<file path="src/rtl/la_rle_pkg.sv">
// rtl/la_rle_pkg.sv - shared types and defaults for the logic-analyser RLE encoder
package la_rle_pkg;

    localparam int DEF_DATA_W = 8;
    localparam int DEF_CNT_W  = 8;

    typedef enum logic {
        IDLE = 1'b0,
        RUN  = 1'b1
    } state_t;

    typedef struct packed {
        logic [DEF_DATA_W-1:0] data;
        logic [DEF_CNT_W-1:0]  count;
    } rec_t;

endpackage

</file>
<file path="src/rtl/la_rle_run_cnt.sv">
// rtl/la_rle_run_cnt.sv - saturating run-length counter (count = run length - 1)
module la_rle_run_cnt #(
    parameter int CNT_W = 8
) (
    input  logic             clk_i,
    input  logic             rst_i,
    input  logic             clr_i,
    input  logic             inc_i,
    output logic [CNT_W-1:0] count_o,
    output logic             at_max_o
);

    logic [CNT_W-1:0] count_q;
    logic [CNT_W-1:0] count_d;

    assign at_max_o = &count_q;
    assign count_o  = count_q;

    always_comb begin
        count_d = count_q;
        if (clr_i) begin
            count_d = '0;
        end else if (inc_i && !at_max_o) begin
            count_d = count_q + CNT_W'(1);
        end
    end

    always_ff @(posedge clk_i) begin
        if (rst_i) begin
            count_q <= '0;
        end else begin
            count_q <= count_d;
        end
    end

endmodule

</file>
<file path="src/rtl/la_rle_encoder_p.sv">
// rtl/la_rle_encoder_p.sv - run-length encoder collapsing identical samples into {data, count} records
module la_rle_encoder_p
    import la_rle_pkg::*;
#(
    parameter int DATA_W = DEF_DATA_W,
    parameter int CNT_W  = DEF_CNT_W
) (
    input  logic              CLK,
    input  logic              RST,
    input  logic              CLK_EN,
    input  logic              RLE_EN,
    input  logic              FLUSH,
    input  logic [DATA_W-1:0] CH_MASK,
    input  logic [DATA_W-1:0] LA_IN_DATA,
    output logic [DATA_W-1:0] LA_OUT_DATA,
    output logic [CNT_W-1:0]  LA_RLE_OUT_DATA,
    output logic              LA_SRAM_ADDR_CNT_EN,
    output logic              RUN_SAT
);

    state_t            state_q, state_d;
    logic [DATA_W-1:0] s_q, s_d;
    logic [DATA_W-1:0] out_data_q;
    logic [CNT_W-1:0]  out_cnt_q;
    logic              stb_q, sat_q;
    logic [CNT_W-1:0]  run_cnt;
    logic              at_max;
    logic              cnt_clr, cnt_inc;
    logic              emit, emit_sat;
    logic              match;

    la_rle_run_cnt #(.CNT_W(CNT_W)) u_run_cnt (
        .clk_i    (CLK),
        .rst_i    (RST),
        .clr_i    (cnt_clr),
        .inc_i    (cnt_inc),
        .count_o  (run_cnt),
        .at_max_o (at_max)
    );

    // Masked-off channels never break a run.
    assign match = ((LA_IN_DATA ^ s_q) & CH_MASK) == '0;

    always_comb begin
        state_d  = state_q;
        s_d      = s_q;
        cnt_clr  = 1'b0;
        cnt_inc  = 1'b0;
        emit     = 1'b0;
        emit_sat = 1'b0;
        if (FLUSH) begin
            if (state_q == RUN) begin
                emit = 1'b1;
            end
            if (CLK_EN) begin
                state_d = RUN;
                s_d     = LA_IN_DATA;
                cnt_clr = 1'b1;
            end else begin
                state_d = IDLE;
            end
        end else if (CLK_EN) begin
            if (state_q == IDLE) begin
                state_d = RUN;
                s_d     = LA_IN_DATA;
                cnt_clr = 1'b1;
            end else if (RLE_EN && match && !at_max) begin
                cnt_inc = 1'b1;
            end else begin
                // Saturated run: the current sample opens the follow-on run.
                emit     = 1'b1;
                emit_sat = RLE_EN && match;
                s_d      = LA_IN_DATA;
                cnt_clr  = 1'b1;
            end
        end
    end

    always_ff @(posedge CLK) begin
        if (RST) begin
            state_q    <= IDLE;
            s_q        <= '0;
            out_data_q <= '0;
            out_cnt_q  <= '0;
            stb_q      <= 1'b0;
            sat_q      <= 1'b0;
        end else begin
            state_q <= state_d;
            s_q     <= s_d;
            stb_q   <= emit;
            sat_q   <= emit_sat;
            if (emit) begin
                out_data_q <= s_q;
                out_cnt_q  <= run_cnt;
            end
        end
    end

    assign LA_OUT_DATA         = out_data_q;
    assign LA_RLE_OUT_DATA     = out_cnt_q;
    assign LA_SRAM_ADDR_CNT_EN = stb_q;
    assign RUN_SAT             = sat_q;

endmodule

</file>
<file path="config.mk">
export PLATFORM = sky130hd
export DESIGN_NAME = la_rle_encoder_p
export DESIGN_NICKNAME = d
export VERILOG_FILES = /design/src/rtl/la_rle_pkg.sv /design/src/rtl/la_rle_run_cnt.sv /design/src/rtl/la_rle_encoder_p.sv
export SDC_FILE = /design/constraint.sdc
export NUM_CORES = 1
export LEC_CHECK = 0
export BUFFER_PORTS_ARGS = -buffer_cell sky130_fd_sc_hd__buf_2
export CORE_MARGIN = 4
export CORE_UTILIZATION = 25
export DETAILED_ROUTE_END_ITERATION = 6
export GPL_ROUTABILITY_DRIVEN = 0
export GPL_TIMING_DRIVEN = 0
export MAX_ROUTING_LAYER = met4
export PLACE_DENSITY_LB_ADDON = 0.3
export SETUP_SLACK_MARGIN = 0.2
export SLEW_MARGIN = 10
export SYNTH_ARGS = -nofsm -noshare
export SYNTH_HDL_FRONTEND = slang
export SYNTH_SLANG_ARGS = --single-unit
</file>
<file path="constraint.sdc">
create_clock -name CLK -period 2.5 [get_ports CLK]
set_input_delay 0.125 -clock CLK [delete_from_list [all_inputs] [get_ports CLK]]
set_output_delay 0.125 -clock CLK [all_outputs]
set_load 0.02 [all_outputs]
</file>
* Word level (Yosys, flattened, before mapping)
Cells that the tools add are included.
Storage, ports and cells: logic and storage cells 43, bits in registers 35, bits in latches 0, input bits 21, bits in read-only memories 0, bits in writable memories 0, memories 0, output and inout port bits 18
Operators by class: add/sub/neg operators 1, $mul 0, reductions and logical operators 10, muxes and demuxes 20, shifts and indexed selects 0, eq/ne operators 1, magnitude comparators 0, bitwise logic cells 4, div/mod/pow operators 0
Operator list (count):
- $mux 8 | 5
- $mux 1 | 15
- $add 8x1->8 const B | 1
- $and 8x8->8 | 1
- $logic_not 8->1 | 1
- $reduce_and 8->1 | 1
- $xor 8x8->8 | 1
- $reduce_or 5->1 | 1
- $logic_and 1x1->1 | 3
- $ne 3x3->1 const B | 1
- $not 1->1 | 2
- $reduce_and 2->1 | 1
- $reduce_bool 2->1 | 1
- $reduce_or 2->1 | 1
- $logic_not 1->1 | 1

* Logic depth before layout (Yosys ltp)
Gate-level depths: netlist of run 1.
depth after elaboration 10, depth in mapped cells 7, gate-level depth less buffers 6

* Modules after synthesis
A second synthesis of run 1 with hierarchy kept.
Unflattened totals: cell total of the unflattened synthesis 171, area total of the unflattened synthesis 1676.6 um^2
By module, submodules not included:
- la_rle_encoder_p | instances 1, area an instance 1251.2 um^2, cells an instance 126, seq. area each 540.5 um^2
- la_rle_run_cnt | instances 1, area an instance 425.4 um^2, cells an instance 45, seq. area each 160.2 um^2

* Least setup slack after synthesis of run 1
Ideal clock, no wire load.
path type register -> register, from reg s_q[6], to reg u_run_cnt.count_q[5], in the netlist u_run_cnt.count_o[5], stages on the path, launching flop included 6, data required time 2420 ps, clock period less this slack 1656 ps, buffers on the path 0, arrival 1577 ps, library setup time 80 ps, path slack 844 ps, cell sequence dfxtp_1 xor2_1 a221oi_4 nand4_4 or3_1 a211oi_2
On the way: cells in the longest elaborated chain, start to end 10, elaborated cells between the ends (all ways) 15, those cells by class 8 x mux; 2 x bitwise; 5 x reduce/logical
Ends and longest elaborated chain:
- start, declared | line la_rle_encoder_p.sv:22 | logic [DATA_W-1:0] s_q, s_d;
- start signal, assigned | line la_rle_encoder_p.sv:82 | s_q <= '0;
- start signal, assigned | line la_rle_encoder_p.sv:89 | s_q <= s_d;
- $xor 8x8->8 * | line la_rle_encoder_p.sv:42 | assign match = ((LA_IN_DATA ^ s_q) & CH_MASK) == '0;
- $and 8x8->8 * | line la_rle_encoder_p.sv:42
- $logic_not 8->1 * | line la_rle_encoder_p.sv:42
- $logic_and 1x1->1 * (2 in series) | line la_rle_encoder_p.sv:67 | end else if (RLE_EN && match && !at_max) begin
- $mux 1 | line la_rle_encoder_p.sv:67
- $mux 1 | line la_rle_encoder_p.sv:63 | if (state_q == IDLE) begin
- $mux 1 | line la_rle_encoder_p.sv:62 | end else if (CLK_EN) begin
- $mux 1 | line la_rle_encoder_p.sv:51 | if (FLUSH) begin
- $reduce_or 2->1 (no line) / $logic_and 1x1->1 (equally long branches)
- end signal, assigned | line la_rle_run_cnt.sv:32 | count_q <= count_d;
- end, declared | line la_rle_run_cnt.sv:13 | logic [CNT_W-1:0] count_q;
Every way passes the cells marked *; elsewhere a longest branch is shown, timed or not. A chain may end at the register's enable or synchronous reset.

* Worst setup path after layout of run 1
from reg u_run_cnt.count_q[5], in the netlist u_run_cnt.count_o[5], to reg out_cnt_q[5], in the netlist LA_RLE_OUT_DATA[5]
On the way: cells in the longest elaborated chain, start to end 7
Ends and longest elaborated chain:
- $reduce_and 8->1 | line la_rle_run_cnt.sv:16 | assign at_max_o = &count_q;
- $logic_not 1->1 | line la_rle_encoder_p.sv:67
- $logic_and 1x1->1 | line la_rle_encoder_p.sv:67
- $mux 1 | line la_rle_encoder_p.sv:67
- $mux 1 | line la_rle_encoder_p.sv:63
- $mux 1 | line la_rle_encoder_p.sv:62
- $mux 1 | line la_rle_encoder_p.sv:51
- end signal, assigned | line la_rle_encoder_p.sv:94 | out_cnt_q <= run_cnt;
- end, declared | line la_rle_encoder_p.sv:24 | logic [CNT_W-1:0] out_cnt_q;
Parallel ways exist; a longest one is shown, timed or not.

==> summary by stage, run 1 <==
Outcome
The flow ran to the end, and the final reports show no timing, DRC or antenna violations.

Synth
The average instance area after synthesis is 10.07 sq um. The part of the Yosys area used for sequential elements is between 30% and 40%. The post-synth net total is just over 200. The cell area that synthesis handed to floorplanning was 1812 sq um. By area the synthesized netlist is led by sky130_fd_sc_hd__dfxtp_1 39%, sky130_fd_sc_hd__nand2b_1 15%, sky130_fd_sc_hd__mux2i_1 13%, sky130_fd_sc_hd__xor2_1 3.9%, sky130_fd_sc_hd__buf_6 1.9%. During synthesis, Yosys emitted a total of 0 warnings. The post-synthesis cell count is between 150 and 200. The distinct cell type count of the synthesized netlist is 37.

In this run, synthesis produced a sequential element count of 35. The top cell type by total area after synthesis is sky130_fd_sc_hd__dfxtp_1. The top-area cell type share of the netlist area is 38.67%.

Clocking
The number of buffers inserted during clock tree synthesis is 5. Post-CTS repair changed the size of 0 cells. Once the clock tree was built, the setup fixing pass inserted 0 buffers. TritonCTS built the clock tree. The H-tree was split into 2 levels. The post-cts hold buffer count is 0. The buffer levels on the longest clock path is 2. The source-to-sink clock delay at the later pin of the worst-skew pair is 0.29 ns.

After clock tree synthesis, the clock-pin slew on the worst setup and hold paths is 0.08 ns. The cell sitting at the root of the clock tree is a sky130_fd_sc_hd__clkbuf_8. The clock sink count is 35.

Layout
Once layout is complete, the cells apart from fillers number 322. The library cell used most frequently in the layout, excluding fill and tap cells, is sky130_fd_sc_hd__nand2b_1. The number of filler instances in the final layout is between 700 and 800. From synthesis to final layout, the design area changed by 23.34%. The number of nets in the final layout is 247. 0 antenna diodes ended up in the layout.

The share of post-route cells with drive strength above 1 is 25.66%. In the layout the commonest cells are 43 x sky130_fd_sc_hd__nand2b_1, 38 x sky130_fd_sc_hd__buf_2, 35 x sky130_fd_sc_hd__dfxtp_1.

Timing
Setup repair after global routing left no endpoint under its margin. The count of final hold-check violations is 0. The share of the clock period used by the worst path after layout is about 80%. The smallest hold slack is 0.1081 ns.

For the pin with the worst max-slew slack, the measured transition is 0.5589 ns. The maximum clock skew at final layout is 0.008537 ns. Setup violations remaining at the end of the flow were counted as 0. The count of pins over their slew limit is 0. For the final routed database, the setup TNS stands at 0 ns. Subtracting the final worst setup slack from the clock period gives 1.967 ns. The relative slew slack is 62.74%.

The maximum clock rate is slightly above 500 MHz.

Critical path
The critical path is of the flip-flop to flip-flop type. The signal arrival time at the worst endpoint is 2.18 ns. The startpoint of the most critical setup path is u_run_cnt.count_o[5]$_SDFFE_PP0P_. The startpoint of the worst register-to-register path is u_run_cnt.count_o[5]$_SDFFE_PP0P_. STA classifies the critical path startpoint as a flip-flop.

For the worst flop-to-flop path, the logic depth is 6. For flop-to-flop paths, the worst setup slack is 0.53 ns. The endpoint identified for the worst register-to-register timing path is LA_RLE_OUT_DATA[5]$_SDFFE_PP0P_. The termination of the worst setup path is LA_RLE_OUT_DATA[5]$_SDFFE_PP0P_.

The type of destination of the critical path is a flip-flop. Of all nets on the critical path, the largest fanout is 10. STA puts the critical path data required time at 2.71 ns.

Power and ir drop
The sequential cell fraction of total power is 46.2%. The leakage component of the power is 0.9013 nW. The switching power summed over all nets is 0.3161 mW.

The share of total power dissipated in the clock network is 40.9%. VDD sags by at most about 0.16 mV. For this design the ratio of total power to cell area is 562.0 nW/um^2. The internal cell power is 0.9398 mW. In this run switching power makes up 25.17% of total power. Of the total power, combinational logic draws 12.8%.

Flow run
Across the run, the number of max-cap violations was 0.

Floorplan
From left edge to right edge, the die measures 93.13 um. The number of primary I/O pins is 39. The total area inside the core boundary comes to between 6000 and 7000 sq um. The effective utilization at floorplan is 26.23%.

The die height is 93.13 um. The floorplan has 30 rows. The floorplan step defined a die boundary enclosing approximately 8700 sq um.

Detailed routing
After detailed routing, the number of vias per cell comes to 4.435. The number of DRC markers after the initial detailed-route iteration is 36. After detailed routing, the average wire length per cell comes to between 10 and 15 um. The detail route stage leaves a number of antenna-violating nets equal to 0. In the routed design, unresolved DRC markers number 0. The via count of the routed design is 1,428. The final layout contains routed wiring with a total length of 4333 um. The number of iterations in the first detailed-routing pass is 4.

GRT
The first global-routing pass estimated 7307 um of wire. The initial antenna violation count is 0. Global routing used 11.00% of the available tracks. The number of global-route vias before repair is approximately 1.5k. Entering global routing, the biggest net connects 13 pins. The total grt overflow is 0.

Placed design
The number of placed instances, taps included, is 314. Port buffering added 38 buffers. Once detailed placement completed, the half-perimeter wirelength came to 3239 um.

Min path
The type of the most critical hold path is input pin to flip-flop.
## synthesized netlist by cell type
| master | count |
|---|---|
| sky130_fd_sc_hd__dfxtp_1 | 35 |
| sky130_fd_sc_hd__nand4_1 | 2 |
| sky130_fd_sc_hd__inv_1 | 1 |
| sky130_fd_sc_hd__xor2_1 | 8 |
| sky130_fd_sc_hd__a31oi_1 | 2 |
| sky130_fd_sc_hd__a21boi_4 | 1 |
| sky130_fd_sc_hd__or2b_1 | 1 |
| sky130_fd_sc_hd__and3b_1 | 1 |
| sky130_fd_sc_hd__nor4bb_1 | 1 |
| sky130_fd_sc_hd__and4b_1 | 2 |
| sky130_fd_sc_hd__a22oi_1 | 3 |
| sky130_fd_sc_hd__xnor2_1 | 1 |
| sky130_fd_sc_hd__a211oi_2 | 2 |
| sky130_fd_sc_hd__mux2i_1 | 24 |
| sky130_fd_sc_hd__nor2_1 | 6 |
| sky130_fd_sc_hd__o21bai_1 | 1 |
| sky130_fd_sc_hd__and3b_4 | 1 |
| sky130_fd_sc_hd__ha_1 | 1 |
| sky130_fd_sc_hd__a221oi_4 | 1 |
| sky130_fd_sc_hd__nor4b_1 | 1 |
| sky130_fd_sc_hd__or3_1 | 2 |
| sky130_fd_sc_hd__clkbuf_1 | 6 |
| sky130_fd_sc_hd__o31ai_1 | 1 |
| sky130_fd_sc_hd__o211ai_1 | 3 |
| sky130_fd_sc_hd__nand2_1 | 1 |
| sky130_fd_sc_hd__nor3_2 | 1 |
| sky130_fd_sc_hd__and4_1 | 2 |
| sky130_fd_sc_hd__nand3_1 | 6 |
| sky130_fd_sc_hd__nor3b_2 | 1 |
| sky130_fd_sc_hd__o21ai_0 | 5 |
| sky130_fd_sc_hd__and3_1 | 3 |
| sky130_fd_sc_hd__nand2b_1 | 43 |
| sky130_fd_sc_hd__nor2b_1 | 2 |
| sky130_fd_sc_hd__a31oi_4 | 1 |
| sky130_fd_sc_hd__nand4_4 | 1 |
| sky130_fd_sc_hd__buf_6 | 3 |
| sky130_fd_sc_hd__a21oi_1 | 4 |
## worst min path at each step
stage,from,to,slack [ns],cells past startpoint
3_3_place_gp,LA_IN_DATA[0],s_q[0]$_SDFFE_PP0P_,0.41,3
6_report,LA_IN_DATA[1],s_q[1]$_SDFFE_PP0P_,0.11,3
3_5_place_dp,LA_IN_DATA[0],s_q[0]$_SDFFE_PP0P_,0.42,3
5_1_grt,LA_IN_DATA[1],s_q[1]$_SDFFE_PP0P_,0.12,3
2_1_floorplan,LA_IN_DATA[6],s_q[6]$_SDFFE_PP0P_,0.28,2
4_1_cts,LA_IN_DATA[1],s_q[1]$_SDFFE_PP0P_,0.10,3
## cells by family (layout without fill, tap and decap cells)
logic type                 count (synthesis)  after routing  share of synthesized area, %
adders and majority gates                  1              1                        0.6905
DFF                                       35             35                         38.67
buffers and inverters                     10             56                         3.314
and+or+nand+nor                           77             77                         28.18
muxes                                     24             24                         13.26
AOI/OAI and AO/OA                         24             24                         11.53
xor gates and xnor gates                   9              9                         4.351
## through the flow
stage                     instance area [sq um]  power [mW]  setup WS, ns  util (%)
after CTS                                  2235       1.278        0.5115     32.36
final                                      2235       1.256        0.5330     32.36
after detailed placement                   2122      0.7558        0.5421     30.72
after floorplan                            1812      0.7016        0.8437         -
after global placement                     2122      0.7545        0.5702     30.72
after global routing                       2235       1.318        0.3501     32.36
## routing by layer
metal | up-vias | GRT usage [%] | share of wire [%]
met3 | 5 | 2.896 | 4.5
met1 | 667 | 14.25 | 49
met5 | - | - | 0
li1 | 722 | - | -
met2 | 34 | 17.04 | 45
met4 | 0 | 2.930 | 0.95
## worst max-delay path, stage by stage (launching register included)
cell	delay [ns]
sky130_fd_sc_hd__dfxtp_1	0.45
sky130_fd_sc_hd__and4_1	0.24
sky130_fd_sc_hd__and4_1	0.24
sky130_fd_sc_hd__nor2_1	0.08
sky130_fd_sc_hd__a31oi_4	0.42
sky130_fd_sc_hd__buf_6	0.25
sky130_fd_sc_hd__mux2i_1	0.20
## power groups by stage
stage | combinational, mW | clock (mW) | sequential [mW]
3_5_place_dp | 0.163 | 0 | 0.593
4_1_cts | 0.163 | 0.534 | 0.580
6_report | 0.161 | 0.514 | 0.580
3_3_place_gp | 0.161 | 0 | 0.593
5_1_grt | 0.177 | 0.558 | 0.582
2_1_floorplan | 0.104 | 0 | 0.598
## sequential cells by signal (all words and copies together), names as in the netlist
| name | count |
|---|---|
| LA_OUT_DATA | 8 |
| state_q | 1 |
| s_q | 8 |
| RUN_SAT | 1 |
| LA_SRAM_ADDR_CNT_EN | 1 |
| LA_RLE_OUT_DATA | 8 |
| u_run_cnt.count_o | 8 |
## final cells by class
class	count	area [sq um]	area share [%]
Multi-Input combinational cell	135	1051	47.03
Sequential cell	35	700.7	31.36
Timing Repair Buffer	38	190.2	8.511
Tap cell	96	120.1	5.375
Clock buffer	5	68.82	3.080
Buffer	9	56.30	2.520
Clock inverter	3	43.79	1.960
Inverter	1	3.754	0.1680
No activity file was read; power rests on OpenSTA's default activity.
==> run 2: changes to the inputs <==
Clock period 2.5 ns to 1.8 ns, I/O delays scaled along.
==> summary by stage, run 2 (synthesis results as in run 1) <==
Outcome
The flow ran to the end, and the final reports show no timing, DRC or antenna violations.

Timing
The share of the clock period used by the worst path after layout is 97.53%. Measured against its own limit, the worst slew margin works out to ~57%. The transition time at the pin with the least slew margin is 0.6463 ns. The count of final hold-check violations is 0. The final setup slack of the worst path is 0.04453 ns. The setup TNS is 0 ns.

The final period demand of the worst path is 1.755 ns. The count of pins over their slew limit came to 0. Setup repair after global routing could not meet its margin everywhere.

The number of failing setup endpoints in the final timing report is 0. For the final database, setup skew stands at 0.003423 ns. The maximum clock rate is 569.6 MHz. The smallest hold slack is 0.07423 ns.

Critical path
The delay contributed by the slowest stage of the critical path is 0.36 ns. The worst setup path is captured at a flip-flop. The largest driver fanout on the critical path is 5. The critical path class is flip-flop to flip-flop. STA classifies the critical path startpoint as a flip-flop. The most numerous cell type found on the critical path is sky130_fd_sc_hd__buf_6. The worst register-to-register path has a depth of 8. The master of the slowest instance on the critical path is sky130_fd_sc_hd__dfxtp_4.

The signal arrival time at the worst endpoint is 1.96 ns. STA puts the critical path data required time at 2.00 ns. The critical path goes through xor2_4 -> a221oi_4 -> buf_6 -> buf_6 -> a31oi_4 -> buf_6 -> buf_8 -> mux2i_1.

Floorplan
In this run the core area contains 30 standard-cell rows. In this run the vertical extent of the chip is 93.13 um. The number of primary I/O pins is 39. The effective utilization at floorplan is 26.23%. The die area is 8673 sq um. The region available for standard cell placement spans 6907 sq um.

The die is between 90 and 100 um wide.

GRT
Global routing used 2.574% of the available met3 tracks. Summed over all layers, the global routing overflow is 0. The met1 layer usage reported by global route is 15.16%. The total routing usage reported by global routing is 11.75%.

The met2 usage in global routing is a little under a fifth. In this run the most used layer during global routing was met2. The global-route wire length before repair is 7728 um. The number of global-route vias before repair is 1,482.

Entering global routing, the biggest net connects 11 pins. The initial antenna violation count came to 0.

Power and ir drop
The total power consumption of the routed design is about 1.7 mW. The maximum VDD drop is between 0.3 and 0.4 mV. The leakage component of the power is 1.033 nW.

The power density over the cells is between 600 and 700 nW/um^2.

Clocking
In this run the deepest clock path goes through 2 buffers. The post-CTS clock slew at the launch and capture registers of the worst setup and hold paths is 0.07 ns. For this design, the sink count on the clock tree is 35. The source-to-sink clock delay at the later pin of the worst-skew pair is 0.29 ns. TritonCTS built the clock tree. The post-cts hold buffer count is 0. The number of buffers inserted during clock tree synthesis is 5. The clock tree root driver cell is sky130_fd_sc_hd__clkbuf_8.

The clock tree synthesis step divided the H-tree into 2 levels.

Layout
The share of post-route cells with drive strength above 1 is 44.49%. At the end of the flow, the number of nets in the layout was between 200 and 300. From synthesis to final layout, the design area changed by 43.09%. 0 antenna diodes ended up in the layout.

The final non-filler cell total is 341. The leading cell type in the layout, fill and taps excluded is sky130_fd_sc_hd__nand2b_1. In the layout the commonest cells are 43 x sky130_fd_sc_hd__nand2b_1, 38 x sky130_fd_sc_hd__buf_2, 24 x sky130_fd_sc_hd__mux2i_1.

Detailed routing
The remaining routing DRC violations is 0. The routed wire length is ~5000 um. Dividing the detail-routed wire length by the instance count gives 14.36 um. The count of nets left with antenna violations once routing finished came out at 0. The first detailed-routing pass took 4 iterations.

The detailed router placed between 1.5k and 2k vias in this run. The number of DRC markers after the initial detailed-route iteration is 80. Dividing the detail-routed via count by the number of cells gives 4.504.

Placed design
The cell count after placement is 314. The wire-length estimate of the detail-placed layout is 3214 um. During placement, the flow inserted port buffers numbering 38.

The worst slack at placement is -0.1994 ns.

Min path
The type of the most critical hold path is input pin to flip-flop. The number of cells on the worst hold path is 3.

Flow run
The tool flagged a number of max-cap violations equal to 0.
==> run 2: changes by cell type in the layout (fill, tap and decap cells not counted), sizes merged <==
cell,previous run,this run
bufinv,1,0
clkbuf,11,12
clkinv,2,1
buf,41,61
==> run 2: power by group <==
group | switching [mW] | total (mW) | internal (mW) | leakage, nW
logic | 0.157 | 0.330 | 0.173 | 0.695
registers | 0.0158 | 0.806 | 0.790 | 0.291
clock network | 0.285 | 0.585 | 0.300 | 0.0470
total | 0.458 | 1.72 | 1.26 | 1.03
==> run 2: critical path, delay by kind of cell (launching register included) <==
family | cells | cell delay, ns
DFF | 1 | 0.36
muxes | 1 | 0.18
buffers and inverters | 4 | 0.53
AOI/OAI and AO/OA | 2 | 0.43
xor gates and xnor gates | 1 | 0.16
==> run 2: what timing repair did <==
item / 4_1_cts / 5_1_grt
pin swaps: 9 / 18
buffers inserted: 9 / 10
endpoints found under the setup margin: 30 / 32
cloned: 1 / 0
resized for setup: 27 / 24
==> run 2: metal layers <==
metal  vias up  wire (um)
li1        757          -
met2        39       2388
met1       735       2239
met4         0         57
met3         5        212
met5         -          0
==> run 2: cell type report <==
class	count	area [sq um]
multi-input combinational	135	1172
clock inverter	1	5.005
sequential	35	729.5
timing repair buffer	58	406.6
tap	96	120.1
inverter	1	3.754
fill	713	4314
clock buffer	6	82.58
buffer	9	72.57
==> run 2: final timing paths <==
check | from | to | slack, ns
max | s_q[6]$_SDFFE_PP0P_ | LA_RLE_OUT_DATA[5]$_SDFFE_PP0P_ | 0.04
min | LA_IN_DATA[7] | s_q[7]$_SDFFE_PP0P_ | 0.07
max reg2reg | s_q[6]$_SDFFE_PP0P_ | LA_RLE_OUT_DATA[5]$_SDFFE_PP0P_ | 0.04
min reg2reg | LA_RLE_OUT_DATA[6]$_SDFFE_PP0P_ | LA_RLE_OUT_DATA[6]$_SDFFE_PP0P_ | 0.47
==> run 2: stage by stage <==
step	area, sq um	util, %
floorplan	1814	-
global placement	2125	30.76
detailed placement	2125	30.76
CTS	2402	34.78
global route	2592	37.54
finish	2592	37.54
